### src/rtl/vram_sync_ctrl.sv
// vram_sync_ctrl: sequences N-segment CPU->VRAM DMA frames and arbitrates VRAM
// between display and sync, so a frame reaches PPU-facing VRAM only when complete.
module vram_sync_ctrl #(
    parameter int ADDR_W = 32,
    parameter int NUM_SEG = 2,
    parameter int CNT_W = 8,
    localparam int SEG_W = (NUM_SEG > 1) ? $clog2(NUM_SEG) : 1
) (
    input  logic              clk,
    input  logic              rst_n,
    input  logic              vblank_start,
    input  logic              vblank_end_soon,
    input  logic              rowram_swap,
    output logic              rowram_swap_disp,
    output logic              sync_active,
    input  logic [ADDR_W-1:0] srcpio_rddata,
    input  logic              srcpio_update_avail,
    output logic              srcpio_read_rst,
    output logic [ADDR_W-1:0] dma_src_addr,
    output logic [SEG_W-1:0]  dma_seg,
    output logic              dma_start,
    input  logic              dma_finish,
    output logic              vram_sync,
    input  logic              vram_sync_done,
    output logic              dma_rdy_irq,
    output logic              sync_late,
    output logic [CNT_W-1:0]  missed_frames
);
    typedef enum logic [1:0] {IDLE, DISP, SYNC} state_t;

    localparam logic [SEG_W-1:0] LAST_SEG = SEG_W'(NUM_SEG - 1);

    state_t state, state_nxt;
    logic [SEG_W-1:0] seg_ptr;
    logic dma_busy, frame_ready, done_seen, late_pending;
    logic accept, first_done, sync_enter, frame_missed, sync_exit;

    assign accept           = srcpio_update_avail && !dma_busy && !frame_ready;
    assign srcpio_read_rst  = accept;
    assign sync_active      = state == SYNC;
    assign rowram_swap_disp = rowram_swap && state == DISP;
    assign first_done       = sync_active && vram_sync_done && !done_seen;
    assign sync_enter       = state == DISP && state_nxt == SYNC;
    assign frame_missed     = state == DISP && state_nxt == IDLE;
    assign sync_exit        = state == SYNC && state_nxt != SYNC;

    always_ff @(posedge clk or negedge rst_n) begin
        if (!rst_n)
            state <= IDLE;
        else
            state <= state_nxt;
    end

    // A late sync leaves only once the writer reports done; an on-time one waits for vblank_end_soon.
    always_comb begin
        state_nxt = state;
        case (state)
            IDLE: state_nxt = vblank_end_soon ? DISP : IDLE;
            DISP: if (vblank_start) state_nxt = frame_ready ? SYNC : IDLE;
            SYNC: if ((vblank_end_soon && (done_seen || vram_sync_done)) ||
                      (vram_sync_done && late_pending)) state_nxt = DISP;
            default: state_nxt = IDLE;
        endcase
    end

    always_ff @(posedge clk or negedge rst_n) begin
        if (!rst_n) begin
            dma_src_addr <= '0;
            dma_seg      <= '0;
            dma_start    <= 1'b0;
            dma_busy     <= 1'b0;
            frame_ready  <= 1'b0;
            seg_ptr      <= '0;
        end else begin
            dma_start <= accept;
            if (accept) begin
                dma_src_addr <= srcpio_rddata;
                dma_seg      <= seg_ptr;
                dma_busy     <= 1'b1;
            end else if (dma_finish && dma_busy) begin
                dma_busy <= 1'b0;
                if (seg_ptr == LAST_SEG)
                    frame_ready <= 1'b1;
                else
                    seg_ptr <= seg_ptr + SEG_W'(1);
            end
            if (first_done) begin
                frame_ready <= 1'b0;
                seg_ptr     <= '0;
            end
        end
    end

    always_ff @(posedge clk or negedge rst_n) begin
        if (!rst_n) begin
            vram_sync     <= 1'b0;
            dma_rdy_irq   <= 1'b0;
            sync_late     <= 1'b0;
            missed_frames <= '0;
            done_seen     <= 1'b0;
            late_pending  <= 1'b0;
        end else begin
            vram_sync   <= sync_enter;
            dma_rdy_irq <= first_done;
            if (frame_missed && missed_frames != '1)
                missed_frames <= missed_frames + CNT_W'(1);
            if (sync_exit) begin
                done_seen    <= 1'b0;
                late_pending <= 1'b0;
            end else if (sync_active) begin
                if (vram_sync_done)
                    done_seen <= 1'b1;
                if (vblank_end_soon && !done_seen && !vram_sync_done) begin
                    late_pending <= 1'b1;
                    sync_late    <= 1'b1;
                end
            end
        end
    end
endmodule
### config.mk
export PLATFORM = sky130hd
export DESIGN_NAME = vram_sync_ctrl
export DESIGN_NICKNAME = d
export VERILOG_FILES = /design/src/rtl/vram_sync_ctrl.sv
export SDC_FILE = /design/constraint.sdc
export NUM_CORES = 1
export LEC_CHECK = 0
export ABC_AREA = 1
export CORE_MARGIN = 2
export CORE_UTILIZATION = 43
export DETAILED_ROUTE_END_ITERATION = 10
export GPL_TIMING_DRIVEN = 1
export PLACE_DENSITY = 0.8
export SLEW_MARGIN = 25
export SYNTH_ARGS = -nofsm -noshare
export SYNTH_HDL_FRONTEND = slang
export SYNTH_SLANG_ARGS = --single-unit
### constraint.sdc
create_clock -name clk -period 1.4 [get_ports clk]
set_input_delay 0.42 -clock clk [delete_from_list [all_inputs] [get_ports clk]]
set_output_delay 0.42 -clock clk [all_outputs]
set_load 0.01 [all_outputs]
==> results.txt <==
The flow ran to the end, but the final reports show violations. The final reports fail on negative setup slack. Data on the critical path arrives at its endpoint at 1.00 ns. Routed length per placed instance: 12.0 um.

In this run the worst path has a maximum fanout of 2. Between clock sinks in the finished design, the worst skew comes to 0.00315 ns. Setup violations remaining at the end of the flow were counted as 3.

After technology mapping, the gate count stands at 248. The standby leakage power is 1.81 nW, and the average footprint of a synthesized cell is 8.76 sq um. For the hold violation total from the final report, the log shows 0. Type of origin of the critical path: a flip-flop.

The number of antenna diodes is 0, and the filler-free cell count of the finished design is 446. The tightest min-delay check is of the input pin to async pin type. The number of iterations in the first detailed-routing pass came out at 4. The critical path class was flip-flop to primary output. Global routing consumed, over all layers together, 18.6% of the routing resources. Internal power comes to 4.34 mW.

The H-tree was split into 2 levels. The design draws 6.53 mW. The logs give 1.11 mV for the peak ir drop on the vdd network and 0 for the number of antenna violations at the first check in global routing.

CTS placed an instance of clkbuf_8 at the clock tree root. The core region is 4790 sq um. For the total clock sinks, the log shows 52. Across the run, the number of max-cap violations was 0. When the netlist entered floorplanning its net count stood at 289. Input and output buffers added on the ports amount to 87. The max-slew violation count was 0; the pin count of the biggest net entering global routing was 53. The tools report the synthesis warning total as 0. For the row count, the log shows 25.

In this run the vertical extent of the chip is 75.1 um. The measured slew at the worst slew-check pin is 0.358 ns, and the power per cell area is 1850 nW/um^2. Routability-driven placement finished with a final weighted congestion of 0.756.

The worst path uses 102% of the clock period. The DRC marker count from the first detailed-route iteration was 55; the die outline area was 5640 sq um. The relative contribution of combinational cells to total power was 45.9%; the later-pin clock latency in the skew report was 0.29 ns. The wire length of the first global-routing pass was 8.11 mm; the clock period minus final worst setup slack was 1.42 ns. Measured along the x axis, the die boundary spans 75.1 um.

For this block, the routed nets add up to 5.36 mm of wire. In this run the power spent charging and discharging nets is 2.19 mW. Pin placement for this block handled 88 I/O pins. Net switching is 33.6% of the power. For this run the aggregate overflow at the end of global routing stands at 0. The number of global-route vias before repair was 1936. Based on the critical path, the design can be clocked at up to 703 MHz.

Detailed placement finished with a half-perimeter wire length of 3.55 mm. The effective utilization at floorplan is 45.4%, and the sequential share of the synthesized area is 59.9%. The distinct cell type count after synthesis was 26; the clock-pin transition on the worst setup and hold timing paths was 0.09 ns. The fraction of final layout cells sized beyond drive strength 1 was 19.8%; the number of fill cells was 364. The share of total power in the clock network is 16.6%.

From synthesis to final layout, the design area changed by 62.7%. The post-detailed-route via-to-cell ratio works out to 4.53. The final worst slack is -0.0217 ns, and the relative max-transition margin is 76.1%.

Synthesis inferred 52 register bits. Summing every instance area after synthesis gives 2170 sq um. For the worst setup path, the data required time is 0.98 ns.

The capturing element type of the critical path is a primary output. Buffers inserted during clock tree synthesis total 5. Detailed routing inserted a total of 2021 vias.

The number of nets with antenna violations after detailed routing is 0, and the number of nets in the final layout is 419. Setup repair after global routing could not meet its margin everywhere. Including well taps, the total number of placed cells is 412. The sequential group share of total power is 37.5%, and the worst-case clock buffer depth is 2.

Adding up every negative setup slack in the final design gives -0.0565 ns. After detailed routing, the number of remaining DRC violations is 0. TritonCTS built the clock tree.
-- final cells by class --
cell class / instances / area, sq um / area share [%]
clock buffer: 7 / 96.3 / 2.72
tap: 67 / 83.8 / 2.37
timing repair buffer: 128 / 1180 / 33.3
clock inverter: 1 / 30.0 / 0.849
multi-input combinational: 175 / 785 / 22.2
inverter: 16 / 62.6 / 1.77
sequential: 52 / 1300 / 36.8
-- path summary, 6_finish.rpt --
kind	to	slack [ns]	start	cells past startpoint
worst max-delay path	srcpio_read_rst	-0.02	dma_busy$_DFFE_PN0P_	4
worst min-delay path	missed_frames[7]$_DFFE_PN0P_	0.10	rst_n	2
worst max register to register	missed_frames[5]$_DFFE_PN0P_	0.10	missed_frames[1]$_DFFE_PN0P_	9
worst min register to register	dma_src_addr[28]$_DFFE_PN0P_	0.48	dma_src_addr[28]$_DFFE_PN0P_	2
max in group asynchronous	dma_src_addr[1]$_DFFE_PN0P_	1.07	rst_n	2
min in group clk	dma_src_addr[28]$_DFFE_PN0P_	0.48	dma_src_addr[28]$_DFFE_PN0P_	2
-- critical path: stages, from the launching register on --
cell and delay (ns):
dfrtp_1 0.40, inv_2 0.09, nand3_4 0.07, inv_2 0.06, buf_6 0.10
-- cell usage in the layout (no fill, tap or decap), types with 4 or more instances in the layout --
master and instances:
inv_2 6, nand3_1 7, buf_4 40, dfrtp_1 52, o21ai_0 5, clkdlybuf4s50_1 36
inv_1 9, clkdlybuf4s15_1 42, nand2_2 4, dlygate4sd2_1 5, nand2_1 133, clkbuf_8 7
nor2_1 6
-- sequential cells by signal, summed over array words and instances (netlist names) --
| register | cells |
|---|---|
| seg_ptr | 1 |
| frame_ready | 1 |
| sync_late | 1 |
| late_pending | 1 |
| dma_busy | 1 |
| dma_seg | 1 |
| dma_start | 1 |
| dma_src_addr | 32 |
| vram_sync | 1 |
| done_seen | 1 |
| state | 2 |
| dma_rdy_irq | 1 |
| missed_frames | 8 |
-- cell usage after synthesis --
master	number	share of area, %
nand2_1	133	23
dfrtp_1	52	60
inv_1	10	1.7
nand3_1	7	1.6
nor2_1	6	1.0
o21ai_0	5	1.2
inv_2	4	0.69
buf_2	3	0.69
buf_4	3	1.0
nand2_2	3	0.86
nor2_2	3	0.86
xnor2_1	3	1.2
a21oi_1	2	0.46
nand3_2	2	0.92
and3_2	1	0.35
clkinv_1	1	0.17
ha_1	1	0.58
inv_4	1	0.29
nand2_4	1	0.52
nand3_4	1	0.81
nand3b_1	1	0.35
nand4_1	1	0.29
nor2_4	1	0.52
nor3_2	1	0.46
o211ai_1	1	0.35
o21ai_1	1	0.23
-- per-stage QoR --
| step | util, % | hold slack, ns | instance area (sq um) | setup WS (ns) |
|---|---|---|---|---|
| 2_1_floorplan | - | 0.124 | 2170 | 0.136 |
| 3_3_place_gp | 67.2 | 0.430 | 3220 | -0.651 |
| 3_5_place_dp | 67.2 | 0.439 | 3220 | -0.653 |
| 4_1_cts | 70.4 | 0.118 | 3370 | -0.0425 |
| 5_1_grt | 73.9 | 0.119 | 3540 | -0.0751 |
| 6_report | 73.9 | 0.103 | 3540 | -0.0217 |
-- power groups by stage --
stage	logic (mW)	registers (mW)	clock network, mW
3_3_place_gp	2.73	2.46	0
2_1_floorplan	0.940	2.73	0
6_report	3.00	2.45	1.08
4_1_cts	2.69	2.43	1.11
5_1_grt	3.33	2.51	1.17
3_5_place_dp	2.82	2.47	0
-- cell families after synthesis --
| kind of cell | synth area share (%) |
|---|---|
| compound gates | 2.19 |
| simple gates | 31.5 |
| fa+ha+maj | 0.576 |
| buf+inv | 4.61 |
| flops | 59.9 |
| xor+xnor | 1.21 |
-- repair_timing --
action,4_1_cts,5_1_grt
setup buffers,10,15
hold buffers,0,0
setup endpoints to repair,48,47
resized for setup,67,40
pin swaps,2,5
gates cloned,0,1
-- metal layers --
layer / up-vias / routed length (um) / GRT usage [%]
li1: 1016 / - / -
met1: 942 / 2260 / 22.3
met2: 59 / 2760 / 33.2
met3: 4 / 312 / 5.09
met4: 0 / 27 / 4.17
met5: - / 0 / 0
Note: power is estimated with default switching activity, not from simulation.
